$ cat config.mk
export PLATFORM = sky130hd
export DESIGN_NAME = wal_dot_acc
export DESIGN_NICKNAME = d
export VERILOG_FILES = /design/src/rtl/wal_dot_acc.sv
export SDC_FILE = /design/constraint.sdc
export NUM_CORES = 1
export LEC_CHECK = 0
export BUFFER_PORTS_ARGS = -buffer_cell sky130_fd_sc_hd__buf_4
export CELL_PAD_IN_SITES_DETAIL_PLACEMENT = 1
export CELL_PAD_IN_SITES_GLOBAL_PLACEMENT = 1
export CORE_MARGIN = 2
export CORE_UTILIZATION = 25
export CTS_BUF_LIST = sky130_fd_sc_hd__clkbuf_8
export DETAILED_ROUTE_END_ITERATION = 8
export PLACE_DENSITY = 0.62
export SYNTH_ARGS = -nofsm -noshare
export SYNTH_HDL_FRONTEND = slang
export SYNTH_SLANG_ARGS = --single-unit
$ cat constraint.sdc
create_clock -name clk -period 3.6 [get_ports clk]
set_input_delay 0.72 -clock clk [delete_from_list [all_inputs] [get_ports clk]]
set_output_delay 0.72 -clock clk [all_outputs]
set_load 0.02 [all_outputs]
$ cat src/rtl/wal_dot_acc.sv
// wal_dot_acc: sums N_TERMS unsigned 8-bit products into one dot-product result with an overflow flag.
// Latency: result is valid on the same edge that accepts the last product; 1-cycle minimum HOLD bubble.
// Backpressure: in_ready drops while a result is held; result holds until out_ready. Macro WAL_ACC_SAT_EN selects saturation.
module wal_dot_acc #(
    parameter int N_TERMS = 4,
    parameter int ACC_W   = 10,
    parameter int CNT_W   = 4
) (
    input  logic             clk,
    input  logic             rst_n,
    input  logic             clr,
    input  logic             in_valid,
    output logic             in_ready,
    input  logic [7:0]       prod,
    output logic             out_valid,
    input  logic             out_ready,
    output logic [ACC_W-1:0] sum,
    output logic             ovf,
    output logic [CNT_W-1:0] term_cnt
);

    typedef enum logic {
        ST_ACCUM = 1'b0,
        ST_HOLD  = 1'b1
    } state_t;

    localparam logic [ACC_W-1:0] ACC_MAX  = '1;
    localparam logic [CNT_W-1:0] LAST_CNT = CNT_W'(N_TERMS - 1);

    state_t           state_q, state_d;
    logic [ACC_W-1:0] acc_q, acc_d;
    logic [ACC_W-1:0] sum_q, sum_d;
    logic [CNT_W-1:0] cnt_q, cnt_d;
    logic             sticky_q, sticky_d;
    logic             ovf_q, ovf_d;

    logic [ACC_W:0]   add_w;
    logic             carry_w;
    logic             ovf_evt_w;
    logic [ACC_W-1:0] acc_next_w;
    logic             in_xfer_w;
    logic             out_xfer_w;
    logic             last_term_w;

    // One extra bit on the add so the carry is the overflow event for this term.
    assign add_w     = {1'b0, acc_q} + (ACC_W + 1)'(prod);
    assign carry_w   = add_w[ACC_W];
    assign ovf_evt_w = sticky_q | carry_w;

`ifdef WAL_ACC_SAT_EN
    // Once any overflow has happened the accumulator pins at full scale for the rest of the dot product.
    assign acc_next_w = ovf_evt_w ? ACC_MAX : add_w[ACC_W-1:0];
`else
    // Plain modulo-2^ACC_W wrap; the sticky bit alone records that a wrap occurred.
    assign acc_next_w = add_w[ACC_W-1:0];
`endif

    // Handshake outputs come straight from the state register, no path from in_valid/out_ready.
    assign in_ready    = (state_q == ST_ACCUM);
    assign out_valid   = (state_q == ST_HOLD);
    assign in_xfer_w   = in_valid & in_ready;
    assign out_xfer_w  = out_valid & out_ready;
    assign last_term_w = (cnt_q == LAST_CNT);

    assign sum      = sum_q;
    assign ovf      = ovf_q;
    assign term_cnt = cnt_q;

    // Next-state logic: clr overrides any transfer in either state.
    always_comb begin
        state_d  = state_q;
        acc_d    = acc_q;
        sum_d    = sum_q;
        cnt_d    = cnt_q;
        sticky_d = sticky_q;
        ovf_d    = ovf_q;
        if (clr) begin
            state_d  = ST_ACCUM;
            acc_d    = '0;
            cnt_d    = '0;
            sticky_d = 1'b0;
            ovf_d    = 1'b0;
        end else begin
            unique case (state_q)
                ST_ACCUM: begin
                    if (in_xfer_w) begin
                        if (last_term_w) begin
                            sum_d    = acc_next_w;
                            ovf_d    = ovf_evt_w;
                            acc_d    = '0;
                            cnt_d    = '0;
                            sticky_d = 1'b0;
                            state_d  = ST_HOLD;
                        end else begin
                            acc_d    = acc_next_w;
                            cnt_d    = cnt_q + 1'b1;
                            sticky_d = ovf_evt_w;
                        end
                    end
                end
                ST_HOLD: begin
                    if (out_xfer_w) begin
                        state_d = ST_ACCUM;
                    end
                end
                default: begin
                    state_d = ST_ACCUM;
                end
            endcase
        end
    end

    // State and datapath registers, cleared asynchronously by rst_n.
    always_ff @(posedge clk or negedge rst_n) begin
        if (!rst_n) begin
            state_q  <= ST_ACCUM;
            acc_q    <= '0;
            sum_q    <= '0;
            cnt_q    <= '0;
            sticky_q <= 1'b0;
            ovf_q    <= 1'b0;
        end else begin
            state_q  <= state_d;
            acc_q    <= acc_d;
            sum_q    <= sum_d;
            cnt_q    <= cnt_d;
            sticky_q <= sticky_d;
            ovf_q    <= ovf_d;
        end
    end

endmodule

Word level (Yosys, flattened, before mapping)

Index checks and enable logic that the tools add are counted.

Add/sub/neg operators: 2
Equality and inequality tests: 2
Muxes and demuxes: 21
Bitwise gates (word level): 5
Reductions and logical operators: 5

Operators by type and width:

| operator                                                        | count |
|---|---|
| 10-bit 2-to-1 mux                                               | 4 |
| 4-bit 2-to-1 mux                                                | 4 |
| 1-bit 2-to-1 mux                                                | 12 |
| 10-bit by 8-bit adder with 11-bit output                        | 1 |
| 4-bit by 1-bit adder with 4-bit output, second input constant   | 1 |
| 4-bit by 2-bit == test with 1-bit output, second input constant | 1 |
| 4-bit AND reduction                                             | 1 |
| 2-bit nonzero test                                              | 2 |
| 3-bit AND reduction                                             | 1 |
| 1-bit bitwise AND                                               | 2 |
| 2-bit != test, second input constant                            | 1 |
| 1-bit inverter                                                  | 2 |
| 1-bit one-hot mux with 2 select lines                           | 1 |
| 2-bit AND reduction                                             | 1 |
| 1-bit OR                                                        | 1 |

Register bits after elaboration: 27
Input port bits: 13
Output and inout port bits: 17
Word-level logic and storage cells: 41

Logic depth before layout (Yosys ltp)

Depth after elaboration: 6
Mapped depth: 7
Depth with buffers taken out: 7

Least setup slack after synthesis

Ideal clock, no wire load.

Path kind: input port to flip-flop
Start: input prod[0]
End: register sum_q[6], in the netlist sum[6]
Library setup time: 125 ps
Arrival: 2049 ps
Data required time: 3475 ps
Slack: 1427 ps
Cell stages on the path: 7
Path through: ha_1 fa_1 nand3_1 nand2_1 a31oi_1 xnor2_1 mux2_2

Cells in the longest elaborated chain, start to end: 1

RTL lines:

| what                                     | line | text |
|---|---|---|
| start: declaration                       | 14   | `input logic [7:0] prod,` |
| 10-bit by 8-bit adder with 11-bit output | 46   | `assign add_w = {1'b0, acc_q} + (ACC_W + 1)'(prod);` |
| end signal: assignment                   | 125  | `sum_q <= sum_d;` |
| end: declaration                         | 32   | `logic [ACC_W-1:0] sum_q, sum_d;` |

Every way passes these cells.
A chain may end at the register's enable or synchronous reset.

Worst setup path in the final report

Start: input prod[0]
End: register acc_q[8]

Cells in the longest elaborated chain, start to end: 5

RTL lines:

| what                                     | line | text |
|---|---|---|
| 10-bit by 8-bit adder with 11-bit output | 46   |  |
| 10-bit 2-to-1 mux                        | 87   | `if (last_term_w) begin` |
| 10-bit 2-to-1 mux                        | 86   | `if (in_xfer_w) begin` |
| 10-bit 2-to-1 mux                        | 84   | `unique case (state_q)` |
| 10-bit 2-to-1 mux                        | 77   | `if (clr) begin` |
| end signal: assignment                   | 117  | `acc_q <= '0;` |
| end signal: assignment                   | 124  | `acc_q <= acc_d;` |
| end: declaration                         | 31   | `logic [ACC_W-1:0] acc_q, acc_d;` |

Every way passes these cells. The select of a mux whose other input is x is not followed.

==> out/metrics.cfg <==
[placement]
gp_congestion=0.754
dp_slack_ps=1120
numPlacedInstances=225
hpwl_mm=2.52
numPortBuffers=29

[die]
die_w_um=79.7
io-pin-count=30
dieArea_um2=6350
die_h_um=79.7
coreArea_um2=5510
start_util_pct=26.0
std_cell_rows=27

[sta]
setup_tns_ps=0
hold_ws_ps=343
period_minus_slack_ps=2190
skew_ps=8.55
fin_crit_sh_pct=60.9
drv_slew=0
max_freq_ghz=0.456
finalSetupViolCount=0
worstMarginPinSlew_ps=694
rsz0062_at_grt=false
setup_slack_ps=1410
hold_viol_final=0
slew_headroom_pct=53.5

[clock_tree]
cts_setup_buffers=0
clock_latency_ps=270
cts.repair.resized=0
ctsHoldBuffers=0
root_buffer=clkbuf_8
clock_sinks=27
cts.path.max_buffers=2
clk_pin_slew_worst_paths_ps=100
cts_max_level=1
numCtsBuffers=3
cts_tree=built

[final_layout]
nets=181
n_fill_cell=634
drive_gt1_share_pct=31.2
utilization_pct=32.3
areaGrowthSynthToFinish_pct=24.1
antennaDiodeCount=0
fin_cells=229

[critical_path]
crit_type=in -> reg
path_depth=8
crit_required_ps=3790
reg2regPathDepth=7
regToRegSetupSlack_ps=1570
path_max_fanout=5
r2r_start=acc_q[0]$_DFFE_PN0P_
r2r-end=acc_q[8]$_DFFE_PN0P_
critPathLaunch=prod[0]
crit_buf_inv=1
critPathLaunchType=primary input
endpoint=acc_q[8]$_DFFE_PN0P_
worstPathCellList=buf_4 > ha_1 > fa_1 > nand3_1 > a21oi_1 > nand3b_1 > or2_0 > a31oi_1
arrival_ps=2380
cpLargestDelayFamily=simple AND/OR/NAND/NOR gates
slowest_delay_ps=420
cp_slowest_cell=fa_1
endpoint_kind=register

[hold_path]
hold_path.class=in -> async

[routing]
firstDrtPassIters=4
drcViolationCount=0
vias=1107
viasPerCell=4.83
detail-route-antenna-nets=0
avgRoutedWirePerCell_um=14.5
wirelength_mm=3.33
drtIter0Drc=19

[synthesis]
ys_warn_count=0
async_reset_ff_share_pct=100
syn_area_per_cell_um2=11.3
synthesis.area_um2=1430
ys_seq_area_share_pct=47.2
synthDistinctLibCells=38
syn-num-nets=150
ys_ff_latch=27
synth_edf_count=0
syn-instance-count=127
synth_ff_type=dfrtp_1

[grt]
antenna_found_initial=0
first_global_vias=1198
grt_first_pass_wirelength_mm=5.73
grt_usage_pct=11.5
overflow=0
grt_max_degree=28

[power]
pwr_density_cell_nw_per_um2=472
vdd_drop_max_uv=143
power.leakage_nw=0.860

[flow_run]
maxCapViolations=0

[run_status]
outcome=finished, final reports clean

## cells by family after synthesis
family                   after synthesis  share of synthesized area [%]
AO/OA/AOI/OAI                         39                           19.7
AND/OR/NAND/NOR                       29                           10.7
flip-flops                            27                           47.2
adder cells (fa/ha/maj)               10                           9.27
XOR/XNOR                               9                           5.51
multiplexers                           8                           6.29
buffers and inverters                  5                           1.40
## registers in the layout, summed over array words and instances, names as in the netlist
signal	cells
acc_q	10
out_valid	1
sticky_q	1
sum	10
ovf	1
term_cnt	4
## cells in the mapped netlist (3+ instances only)
cell type  instances  share of area [%]
dfrtp_1           27                 47
a21oi_1           10                3.5
ha_1               9                7.9
nand2_1            9                2.4
mux2_2             8                6.3
a22o_1             7                4.3
o21ai_0            6                2.1
xnor2_1            6                3.7
nor2_1             5                1.3
a31oi_1            4                1.7
clkbuf_1           3               0.79
xor2_1             3                1.8
## layout make-up
| cell class | instances | area, um^2 | area share (%) |
|---|---|---|---|
| Sequential cell | 27 | 676 | 38.0 |
| Inverter | 1 | 3.75 | 0.211 |
| Clock buffer | 3 | 41.3 | 2.32 |
| Multi-Input combinational cell | 95 | 736 | 41.4 |
| Clock inverter | 1 | 5.00 | 0.282 |
| Tap cell | 72 | 90.1 | 5.07 |
| Timing Repair Buffer | 30 | 225 | 12.7 |
## layer usage
metal	global-route usage (%)	wire length (um)	up-vias
li1	-	-	534
met1	14.1	1500	550
met2	19.9	1670	18
met3	1.58	95	5
met4	5.52	63	0
met5	0	0	-
## stage by stage
step | cell area (um^2) | power (W)
CTS | 1780 | 0.000853
global placement | 1730 | 0.000667
finish | 1780 | 0.000839
floorplan | 1430 | 0.000570
global route | 1780 | 0.000896
detailed placement | 1730 | 0.000677
## report_power, final
group | internal, W | leakage (nW) | switching, W
Clock | 0.0000775 | 0.0255 | 0.0000953
Sequential | 0.000350 | 0.365 | 0.0000366
Combinational | 0.000131 | 0.470 | 0.000149
## placed cells by master (no fill, tap or decap), types with 2 or more instances in the layout
cell type,count
buf_4,30
dfrtp_1,27
a21oi_1,10
nand2_1,9
ha_1,9
mux2_2,8
a22o_1,7
xnor2_1,6
o21ai_0,6
nor2_1,5
a31oi_1,4
xor2_1,3
clkbuf_8,3
nand2b_1,2
nor2b_1,2
nand3_1,2
nand4_1,2
## worst register-to-register path: cells and delay by family, from the launching register on
family / cells / cell delay, ps
AO/OA/AOI/OAI: 2 / 250
flip-flops: 1 / 400
adder cells (fa/ha/maj): 2 / 650
AND/OR/NAND/NOR: 3 / 660
## worst min path at each step
stage,endpoint,depth (start not counted),slack (ps),from
5_1_grt,sum[5]$_DFFE_PN0P_,1,360,rst_n
3_5_place_dp,sum[8]$_DFFE_PN0P_,2,490,sum[8]$_DFFE_PN0P_
4_1_cts,acc_q[5]$_DFFE_PN0P_,1,350,rst_n
3_3_place_gp,sum[9]$_DFFE_PN0P_,2,470,sum[9]$_DFFE_PN0P_
6_report,sum[4]$_DFFE_PN0P_,1,340,rst_n
2_1_floorplan,acc_q[0]$_DFFE_PN0P_,0,420,rst_n
Note: power is estimated with default switching activity, not from simulation.
